File: config.mk
export PLATFORM = sky130hd
export DESIGN_NAME = seq_bin_to_bcd
export DESIGN_NICKNAME = d
export VERILOG_FILES = /design/src/rtl/seq_bin_to_bcd.sv
export SDC_FILE = /design/constraint.sdc
export NUM_CORES = 1
export LEC_CHECK = 0
export BUFFER_PORTS_ARGS = -buffer_cell sky130_fd_sc_hd__clkbuf_2
export CAP_MARGIN = 20
export CELL_PAD_IN_SITES_DETAIL_PLACEMENT = 1
export CELL_PAD_IN_SITES_GLOBAL_PLACEMENT = 2
export CORE_UTILIZATION = 37
export DETAILED_ROUTE_END_ITERATION = 10
export PLACE_DENSITY_LB_ADDON = 0.08
export SYNTH_ARGS = -nofsm -noshare
export SYNTH_HDL_FRONTEND = slang
export SYNTH_SLANG_ARGS = --single-unit
File: constraint.sdc
create_clock -name clk -period 1.4 [get_ports clk]
set_input_delay 0.28 -clock clk [delete_from_list [all_inputs] [get_ports clk]]
set_output_delay 0.28 -clock clk [all_outputs]
set_load 0.05 [all_outputs]
File: src/rtl/seq_bin_to_bcd.sv
// seq_bin_to_bcd: multi-cycle binary-to-BCD converter (double-dabble,
// one input bit per clock) with start/done handshake and overflow flag.
// Optional feature macro: BIN2BCD_BLANK_EN -- leading-zero digits of the
// registered result are replaced by 4'hF (display blank code).
module seq_bin_to_bcd #(
    parameter int WIDTH  = 8,
    parameter int DIGITS = 3
) (
    input  logic                  clk,
    input  logic                  rst,
    input  logic                  start,
    input  logic [WIDTH-1:0]      bin,
    output logic                  busy,
    output logic                  done,
    output logic [4*DIGITS-1:0]   bcd,
    output logic                  ovf
);

    localparam int CNT_W = $clog2(WIDTH + 1);
    localparam int BW    = 4 * DIGITS;

    typedef enum logic [1:0] {
        IDLE  = 2'd0,
        SHIFT = 2'd1,
        DONE  = 2'd2
    } state_t;

    state_t            state_q, state_d;
    logic [WIDTH-1:0]  bin_sr_q, bin_sr_d;
    logic [BW-1:0]     digit_sr_q, digit_sr_d;
    logic [CNT_W-1:0]  cnt_q, cnt_d;
    logic              acc_q, acc_d;
    logic [BW-1:0]     bcd_q, bcd_d;
    logic              ovf_q, ovf_d;
    logic              done_q, done_d;
    logic [BW-1:0]     adj;

`ifdef BIN2BCD_BLANK_EN
    // Blank leading zero digits from the MSD downward; digit 0 always shown.
    function automatic logic [BW-1:0] blank_lz(input logic [BW-1:0] v);
        logic lead;
        blank_lz = v;
        lead     = 1'b1;
        for (int i = DIGITS - 1; i >= 1; i--) begin
            if (lead && (v[4*i +: 4] == 4'h0)) begin
                blank_lz[4*i +: 4] = 4'hF;
            end else begin
                lead = 1'b0;
            end
        end
    endfunction
`else
    // Leading zeros pass through unchanged.
    function automatic logic [BW-1:0] blank_lz(input logic [BW-1:0] v);
        blank_lz = v;
    endfunction
`endif

    // Add-3 correction on every digit that is >= 5, ahead of the shift.
    always_comb begin
        adj = digit_sr_q;
        for (int i = 0; i < DIGITS; i++) begin
            if (digit_sr_q[4*i +: 4] >= 4'd5) begin
                adj[4*i +: 4] = digit_sr_q[4*i +: 4] + 4'd3;
            end
        end
    end

    // Next-state and datapath updates for the IDLE/SHIFT/DONE sequence.
    always_comb begin
        state_d    = state_q;
        bin_sr_d   = bin_sr_q;
        digit_sr_d = digit_sr_q;
        cnt_d      = cnt_q;
        acc_d      = acc_q;
        bcd_d      = bcd_q;
        ovf_d      = ovf_q;
        done_d     = 1'b0;
        unique case (state_q)
            IDLE: begin
                if (start) begin
                    bin_sr_d   = bin;
                    digit_sr_d = '0;
                    acc_d      = 1'b0;
                    cnt_d      = CNT_W'(WIDTH);
                    state_d    = SHIFT;
                end
            end
            SHIFT: begin
                // A bit carried out of the top digit means value >= 10**DIGITS.
                {digit_sr_d, bin_sr_d} = {adj[BW-2:0], bin_sr_q, 1'b0};
                acc_d = acc_q | adj[BW-1];
                cnt_d = cnt_q - 1'b1;
                if (cnt_q == CNT_W'(1)) begin
                    state_d = DONE;
                end
            end
            DONE: begin
                bcd_d   = blank_lz(digit_sr_q);
                ovf_d   = acc_q;
                done_d  = 1'b1;
                state_d = IDLE;
            end
            default: begin
                state_d = IDLE;
            end
        endcase
    end

    // State and datapath registers; reset aborts any conversion in flight.
    always_ff @(posedge clk or posedge rst) begin
        if (rst) begin
            state_q    <= IDLE;
            bin_sr_q   <= '0;
            digit_sr_q <= '0;
            cnt_q      <= '0;
            acc_q      <= 1'b0;
            bcd_q      <= '0;
            ovf_q      <= 1'b0;
            done_q     <= 1'b0;
        end else begin
            state_q    <= state_d;
            bin_sr_q   <= bin_sr_d;
            digit_sr_q <= digit_sr_d;
            cnt_q      <= cnt_d;
            acc_q      <= acc_d;
            bcd_q      <= bcd_d;
            ovf_q      <= ovf_d;
            done_q     <= done_d;
        end
    end

    assign busy = (state_q == SHIFT);
    assign done = done_q;
    assign bcd  = bcd_q;
    assign ovf  = ovf_q;

endmodule

==> metrics.yaml, run 1 <==
path_clk_slew_ns: 0.08
rsz0062_at_grt: "yes"
yosysWarningCount: 0
dieArea_um2: 5580
syn_inst: 174
cts_root_buf: "clkbuf_8"
r2r_end: "bcd[4]$_DFFE_PP0P_"
avgSynthCellArea_um2: 11.24
postRouteAntennaNets: 0
gr-total-overflow: 0
syn_area_um2: 1956
fmax_mhz: 721.9
p_total_mw: 5.888
drt_first_pass_iters: 4
fill_cells: 574
start_util_pct: 38.29
critPathArrivalTime_ns: 1.11
setup.worst_path.class: "reg2out"
grt_pass1_wl_um: 7555
die_h_um: 74.70
finalSetupViolations: 0
gp_congestion: 0.8130
post_drt_wl_per_cell_um: 15.45
numClockSinks: 41
cp-endpoint: "busy"
cts_tree: "built"
hold_class: "in2async"
synth_top_area_share_pct: 52.46
ys_types: 33
hold_violations: 0
cts.path.max_buffers: 2
worstMarginPinSlew_ns: 0.2825
ios: 26
critPathMaxFanout: 6
cts_made_buffers: 5
syn2layout_area_growth_pct: 30.20
maxCapViolations: 0
period_needed_ns: 1.385
die_w_um: 74.70
insertion_delay_ns: 0.30
critPathLaunch: "state_q[0]$_DFFE_PP0P_"
ys_seq_area_share_pct: 52.46
vias: 1522
worst_clock_skew_ns: 0.008834
drc: 0
drive_gt1_share_pct: 40.09
finalCritPeriodShare_pct: 98.95
dpl.hpwl_um: 3240
viasPerCell: 5.125
peakVddDrop_mv: 0.8062
crit_path_start_kind: "flop"
drt_iter0_markers: 44
antenna_found_initial: 0
cts_hold_buf: 0
reg2reg_depth: 5
htreeDepth: 2
nNetsFinal: 245
critPathRequiredTime_ns: 1.12
num_rows: 26
core_area_um2: 5107
syn_nets: 193
fin_setup_tns_ns: 0
routed_wl_um: 4590
p_leak_nw: 1.220
async_reset_ff_share_pct: 100.0
synth_edf_count: 0
relSlewSlack_pct: 81.24
status: "completed"
portBuffers: 25
ys.flop_type: "dfrtp_1"
yosysTopAreaCell: "dfrtp_1"
antenna_cells: 0
grt_util_all_layers_pct: 18.33
netlist_top_cells_area: "dfrtp_1, mux2_2, ha_1"
crit_path_end_kind: "primary output"
rr_startpoint: "state_q[1]$_DFFE_PP0P_"
powerDensity_nw_per_um2: 2313
drv_slew: 0
grt_pass1_vias: 1593
r2r_slack_ns: 0.03
grt_max_degree: 42
ys_ff_latch: 41
## stage by stage
step | util, % | std cells | hold slack, ns | instance area, um2 | setup WS (ns)
after detailed placement | 44.41 | 279 | 0.3429 | 2268 | -0.03229
after global placement | 44.41 | 279 | 0.3362 | 2268 | -0.005198
after CTS | 47.99 | 292 | 0.01286 | 2451 | -0.01746
final | 49.85 | 297 | 0.01419 | 2546 | 0.01470
after floorplan | - | 174 | 0.4497 | 1956 | 0.08854
after global routing | 49.85 | 297 | 0.02365 | 2546 | -0.03286
## critical path, stage by stage, from the launching register on
cell	delay, ns
dfrtp_2	0.47
nand2b_4	0.11
clkinv_4	0.07
clkbuf_16	0.17
## cells in the final DEF, fill, tap and decap left out, types with 6 or more instances in the layout
cell / netlist / layout
nand2_1: 15 / 15
buf_4: 2 / 23
clkbuf_2: 0 / 24
inv_1: 17 / 14
o2111ai_1: 6 / 6
dfrtp_1: 41 / 40
clkbuf_8: 0 / 7
a22oi_1: 7 / 7
mux2_2: 13 / 13
o21ai_0: 12 / 12
## state kept, by name, summed over array words and instances (netlist names)
name and flops:
bcd 12, bin_sr_q 8, digit_sr_q 12, done 1
acc_q 1, ovf 1, cnt_q 4, state_q 2
## power breakdown
group          total [mW]  switching (mW)  internal [mW]
Combinational        3.08            1.72           1.36
Clock               0.850           0.405          0.446
Sequential           1.96           0.331           1.63
## routing by layer
metal  vias to the layer above  share of wire [%]  GRT usage [%]
met1                       765                 47          22.46
li1                        729                  -              -
met5                         -                  0              0
met3                         5                3.0          4.552
met4                         0                1.0          8.595
met2                        23                 49          30.43
## cell type report
| class | count | area [um2] | share of cell area [%] |
|---|---|---|---|
| multi-input combinational | 107 | 874.6 | 34.35 |
| tap | 70 | 87.58 | 3.440 |
| timing repair buffer | 53 | 382.9 | 15.04 |
| sequential | 41 | 1027 | 40.34 |
| inverter | 18 | 72.57 | 2.850 |
| clock inverter | 1 | 5.005 | 0.1966 |
| clock buffer | 7 | 96.34 | 3.784 |
## cell usage after synthesis, drive strengths merged (2+ instances only)
master	count
ha	8
o31ai	5
o2111ai	6
buf	5
nand2b	6
o211ai	3
inv	18
clkbuf	3
a22oi	7
o221ai	3
mux2	13
o21ai	12
dfrtp	41
o21a	3
nor2	3
nor2b	4
a32o	4
mux2i	2
o32ai	2
xnor2	3
nand2	15
## what timing repair did
item,CTS,global route
buffers inserted,5,5
hold endpoints to repair,0,0
pin swaps,0,2
resized for setup,9,18
endpoints found under the setup margin,6,25
## cell families (layout without fill, tap and decap cells)
kind of cell / Yosys count / after routing / share of synthesized area [%]
AOI/OAI and AO/OA: 51 / 51 / 19.19
and+or+nand+nor: 30 / 30 / 7.358
DFF: 41 / 41 / 52.46
muxes: 15 / 15 / 8.509
buffers and inverters: 26 / 79 / 6.014
xor gates and xnor gates: 3 / 3 / 1.344
adders and majority gates: 8 / 8 / 5.119
## worst min-delay path by stage
stage               cells after the start                   endpoint
floorplan                               2    bin_sr_q[7]$_DFFE_PP0P_
global placement                        3         bcd[2]$_DFFE_PP0P_
detailed placement                      3         bcd[2]$_DFFE_PP0P_
CTS                                     3    bin_sr_q[4]$_DFFE_PP0P_
global route                            3    bin_sr_q[4]$_DFFE_PP0P_
finish                                  3  digit_sr_q[2]$_DFFE_PP0P_
Power figures use the tool's default switching activity.
==> inputs of run 2 (changes only) <==
--- a/config.mk
+++ b/config.mk
@@ -9,9 +9,10 @@
 export CAP_MARGIN = 20
 export CELL_PAD_IN_SITES_DETAIL_PLACEMENT = 1
 export CELL_PAD_IN_SITES_GLOBAL_PLACEMENT = 2
-export CORE_UTILIZATION = 37
+export CORE_UTILIZATION = 35
 export DETAILED_ROUTE_END_ITERATION = 10
-export PLACE_DENSITY_LB_ADDON = 0.08
+export PLACE_DENSITY_LB_ADDON = 0.1
+export SETUP_SLACK_MARGIN = 0.3
 export SYNTH_ARGS = -nofsm -noshare
 export SYNTH_HDL_FRONTEND = slang
 export SYNTH_SLANG_ARGS = --single-unit
==> run 2 against run 1 <==
  * Combinational power grew 58%
  * Cell area up 27%
  * Critical path depth unchanged
  * Maximum frequency decreased by 0.48%
  * Critical path type unchanged
  * Largest power group unchanged
==> metrics.yaml, run 2 (synthesis gave the netlist of run 1 again) <==
die_w_um: 76.75
portBuffers: 25
gp_congestion: 0.7922
setup.worst_path.class: "reg2out"
core_area_um2: 5238
rsz0062_at_grt: "yes"
finalCritPeriodShare_pct: 99.43
cp_cell_sequence: "nand2b_4 -> inv_8 -> clkbuf_16"
nNetsFinal: 269
final_core_util_pct: 61.68
grt_pass1_wl_um: 9411
critPathArrivalTime_ns: 1.11
cts_made_buffers: 5
fmax_mhz: 718.4
path_clk_slew_ns: 0.08
slowest_delay_ns: 0.41
status: "completed"
dpl.hpwl_um: 3221
grt_util_all_layers_pct: 20.82
crit_slowest_cell: "dfrtp_1"
mostFrequentLayoutCell: "dfrtp_1"
hold_class: "in2reg"
grt_pass1_vias: 1813
p_leak_nw: 1.446
critPathRequiredTime_ns: 1.12
ios: 26
crit_path_end_kind: "primary output"
dieArea_um2: 5891
cts_root_buf: "clkbuf_8"
vias: 1680
num_rows: 26
maxCapViolations: 0
antenna_cells: 0
powerDensity_nw_per_um2: 2435
p_total_mw: 7.866
drt_iter0_markers: 83
postRouteAntennaNets: 0
die_h_um: 76.75
htreeDepth: 2
critPathMaxFanout: 2
drive_gt1_share_pct: 60.96
drv_slew: 0
hold_violations: 0
grt_max_degree: 30
period_needed_ns: 1.392
cts_tree: "built"
drt_first_pass_iters: 4
drc: 0
antenna_found_initial: 0
gr-total-overflow: 0
fill_cells: 519
insertion_delay_ns: 0.30
relSlewSlack_pct: 77.51
crit_path_start_kind: "flop"
post_drt_wl_per_cell_um: 19.35
worstMarginPinSlew_ns: 0.3349
viasPerCell: 5.234
numClockSinks: 41
cp_top_family: "flip-flops"
start_util_pct: 37.34
worst_clock_skew_ns: 0.007906
routed_wl_um: 6210
crit_buf_inv: 2
cts.path.max_buffers: 2
finalSetupViolations: 0
peakVddDrop_mv: 1.308
final_cell_mix: "dfrtp_1, buf_4, buf_8"
syn2layout_area_growth_pct: 65.20
==> run 2: metal layers <==
layer	global-route usage, %	vias up	share of wire (%)
li1	-	775	-
met1	25.25	872	42
met2	36.52	21	54
met3	4.643	12	2.1
met4	6.346	0	2.5
met5	0	-	0
==> run 2: worst paths after layout <==
path	slack, ns	start	end	depth (start not counted)
setup / recovery	0.008	state_q[1]$_DFFE_PP0P_	busy	3
setup reg to reg	0.008	digit_sr_q[4]$_DFFE_PP0P_	digit_sr_q[8]$_DFFE_PP0P_	5
hold reg to reg	0.51	bin_sr_q[3]$_DFFE_PP0P_	bin_sr_q[3]$_DFFE_PP0P_	2
hold / removal	0.24	bin[3]	bin_sr_q[3]$_DFFE_PP0P_	3
min in group asynchronous	0.47	rst	bcd[11]$_DFFE_PP0P_	3
max in group asynchronous	0.47	rst	digit_sr_q[0]$_DFFE_PP0P_	4
==> run 2: through the flow <==
stage / std cells / area (um2) / TNS (ns) / setup slack, ns / hold WS, ns
finish: 321 / 3231 / 0 / 0.008016 / 0.2429
global route: 321 / 3231 / -0.1780 / -0.03711 / 0.2417
CTS: 311 / 2962 / 0 / 0.02117 / 0.2436
detailed placement: 269 / 2351 / 0 / 0.02507 / 0.2549
global placement: 269 / 2351 / 0 / 0.04500 / 0.2486
floorplan: 174 / 2123 / 0 / 0.1802 / 0.2651
==> run 2: worst register-to-register path: cells and delay by family, from the launching register on <==
family          cells  cell delay (ns)
compound gates      2             0.50
buf+inv             1             0.08
fa+ha+maj           1             0.16
flops               1             0.42
simple gates        1             0.13
==> run 2: power by group <==
part / internal, mW / switching, mW
Clock: 0.446 / 0.441
Combinational: 2.50 / 2.38
Sequential: 1.64 / 0.463
Total: 4.58 / 3.28
==> run 2: what timing repair did <==
| action | CTS | global route |
|---|---|---|
| cloned | 0 | 0 |
| endpoints found under the hold margin | 12 | 0 |
| hold buffers | 1 | 0 |
| buffers inserted | 33 | 10 |
| pin swaps | 5 | 15 |
| gates resized for setup | 54 | 58 |
| setup endpoints to repair | 55 | 55 |
==> run 2: area by class of cell <==
type                       count  area [um2]  share of cell area, %
inverter                      18       81.33                  2.517
clock buffer                   7       96.34                  2.982
sequential                    41        1031                  31.91
clock inverter                 1       5.005                 0.1549
tap                           70       87.58                  2.711
timing repair buffer          77       763.2                  23.63
multi-input combinational    107        1166                  36.10
==> inputs of run 3 (changes only) <==
==> constraint.sdc (replaced) <==
create_clock -name clk -period 1.3 [get_ports clk]
set_input_delay 0.26 -clock clk [delete_from_list [all_inputs] [get_ports clk]]
set_output_delay 0.26 -clock clk [all_outputs]
set_load 0.05 [all_outputs]
==> run 3 against run 2 <==
  * The run now ends with negative setup slack left
  * Via count is 3.6% lower
  * Register-to-register slack worse by 0.03 ns
  * Setup slack worse by 0.067 ns
  * Sequential share of layout area is 1.4 points higher
  * Critical path depth stayed put
  * Die area stayed put
  * Final cell count is 0.93% lower
  * Highest routed layer unchanged
  * Cell area is 4.4% lower
  * Critical endpoint unchanged
  * Largest cell class unchanged
  * Non-clock buffer count is 3 lower
==> metrics.yaml, run 3 (synthesis gave the netlist of run 1 again) <==
crit_cells: 3
worst_clock_skew_ns: 0.006372
antenna_found_initial: 0
syn2layout_area_growth_pct: 57.97
fmax_mhz: 736.1
dpl.hpwl_um: 3410
cts_root_buf: "clkbuf_8"
final_cell_mix: "dfrtp_1, buf_4, nand2_1"
grt_pass1_vias: 1720
dpl.cell_count: 279
drive_gt1_share_pct: 55.24
setup.worst_path.class: "reg2out"
portBuffers: 25
gp_congestion: 0.7481
drc: 0
gr-total-overflow: 0
p_leak_nw: 1.404
cts_made_buffers: 5
cts_tree: "built"
crit_slowest_cell: "dfrtp_1"
gr-usage-met3_pct: 4.048
hold_violations: 0
mostFrequentLayoutCell: "dfrtp_1"
path_clk_slew_ns: 0.08
maxCapViolations: 0
insertion_delay_ns: 0.30
nNetsFinal: 266
fin_setup_tns_ns: -0.2399
grt_max_degree: 29
hold_class: "in2reg"
violations: "negative setup slack"
start_util_pct: 37.34
hold_ws_ns: 0.2390
powerDensity_nw_per_um2: 2526
finalCritPeriodShare_pct: 104.5
grt.busiest_layer: "met2"
antenna_cells: 0
period_needed_ns: 1.359
met2_usage_pct: 34.55
crit_buf_inv: 2
peakVddDrop_mv: 1.136
fin_ws_ns: -0.05854
drt_iter0_markers: 52
slowest_delay_ns: 0.42
cp_cell_sequence: "nand2b_4 -> inv_8 -> buf_12"
num_rows: 26
finalSetupViolations: 15
critPathArrivalTime_ns: 1.10
htreeDepth: 2
drt_first_pass_iters: 4
post_drt_wl_per_cell_um: 16.64
hold_depth: 2
crit_path_start_kind: "flop"
viasPerCell: 5.094
dieArea_um2: 5891
grt_util_all_layers_pct: 18.48
numClockSinks: 41
critPathRequiredTime_ns: 1.04
ios: 26
die_h_um: 76.75
stdcell_count: 318
die_w_um: 76.75
critPathMaxFanout: 4
postRouteAntennaNets: 0
pre_cts_slack_ns: -0.01650
core_area_um2: 5238
met1_usage_pct: 20.65
fill_cells: 533
routed_wl_um: 5291
drv_slew: 0
vias: 1620
worstMarginPinSlew_ns: 0.2599
cts.path.max_buffers: 2
status: "complete, but fails checks"
reg2reg_depth: 4
crit_path_end_kind: "primary output"
relSlewSlack_pct: 82.54
cp_top_family: "flip-flops"
rsz0062_at_grt: "yes"
grt_pass1_wl_um: 8487
-- run 3: cell types whose count changed in the layout (fill, tap and decap cells not counted), sizes merged --
| cell | before | now |
|---|---|---|
| buf | 65 | 63 |
| bufinv | 0 | 1 |
| clkbuf | 18 | 16 |
-- run 3: what timing repair did --
action                                 4_1_cts  5_1_grt
hold buffers                                 1        0
setup endpoints to repair                   55       56
resized for setup                           47       39
pin swaps                                    3       12
endpoints found under the hold margin       13        0
buffers inserted                            15       15
-- run 3: per-layer routing --
layer / wire (um) / part of all wire, %
met1: 2192 / 41
met2: 2879 / 54
met3: 141 / 2.7
met4: 78 / 1.5
met5: 0 / 0
-- run 3: area by class of cell --
cell class	count	area (um2)	share of cell area, %
inverters	18	78.83	2.552
well taps	70	87.58	2.835
repair buffers	74	709.4	22.96
multi-input cells	107	1076	34.83
flip-flops and latches	41	1030	33.33
clock inverters	2	35.03	1.134
clock buffers	6	72.57	2.349
-- run 3: where the power goes --
group | total (mW) | internal (mW) | switching (mW)
registers | 2.21 | 1.76 | 0.454
logic | 4.57 | 2.33 | 2.24
clock network | 1.02 | 0.570 | 0.447
total | 7.80 | 4.66 | 3.14
-- run 3: worst paths after layout --
kind	slack (ns)	endpoint	start
max in group asynchronous	0.57	cnt_q[3]$_DFFE_PP0P_	rst
max reg2reg	-0.02	bcd[3]$_DFFE_PP0P_	state_q[0]$_DFFE_PP0P_
min	0.24	bin_sr_q[0]$_DFFE_PP0P_	bin[0]
min in group asynchronous	0.50	digit_sr_q[1]$_DFFE_PP0P_	rst
max	-0.06	busy	state_q[1]$_DFFE_PP0P_
min reg2reg	0.49	bin_sr_q[2]$_DFFE_PP0P_	bin_sr_q[2]$_DFFE_PP0P_
-- run 3: per-stage QoR --
step / total power [mW] / area [um2] / utilization (%)
after floorplan: 4.601 / 2131 / -
after global placement: 5.367 / 2444 / 46.66
after detailed placement: 5.557 / 2444 / 46.66
after CTS: 7.215 / 2851 / 54.44
after global routing: 8.300 / 3089 / 58.98
final: 7.802 / 3089 / 58.98
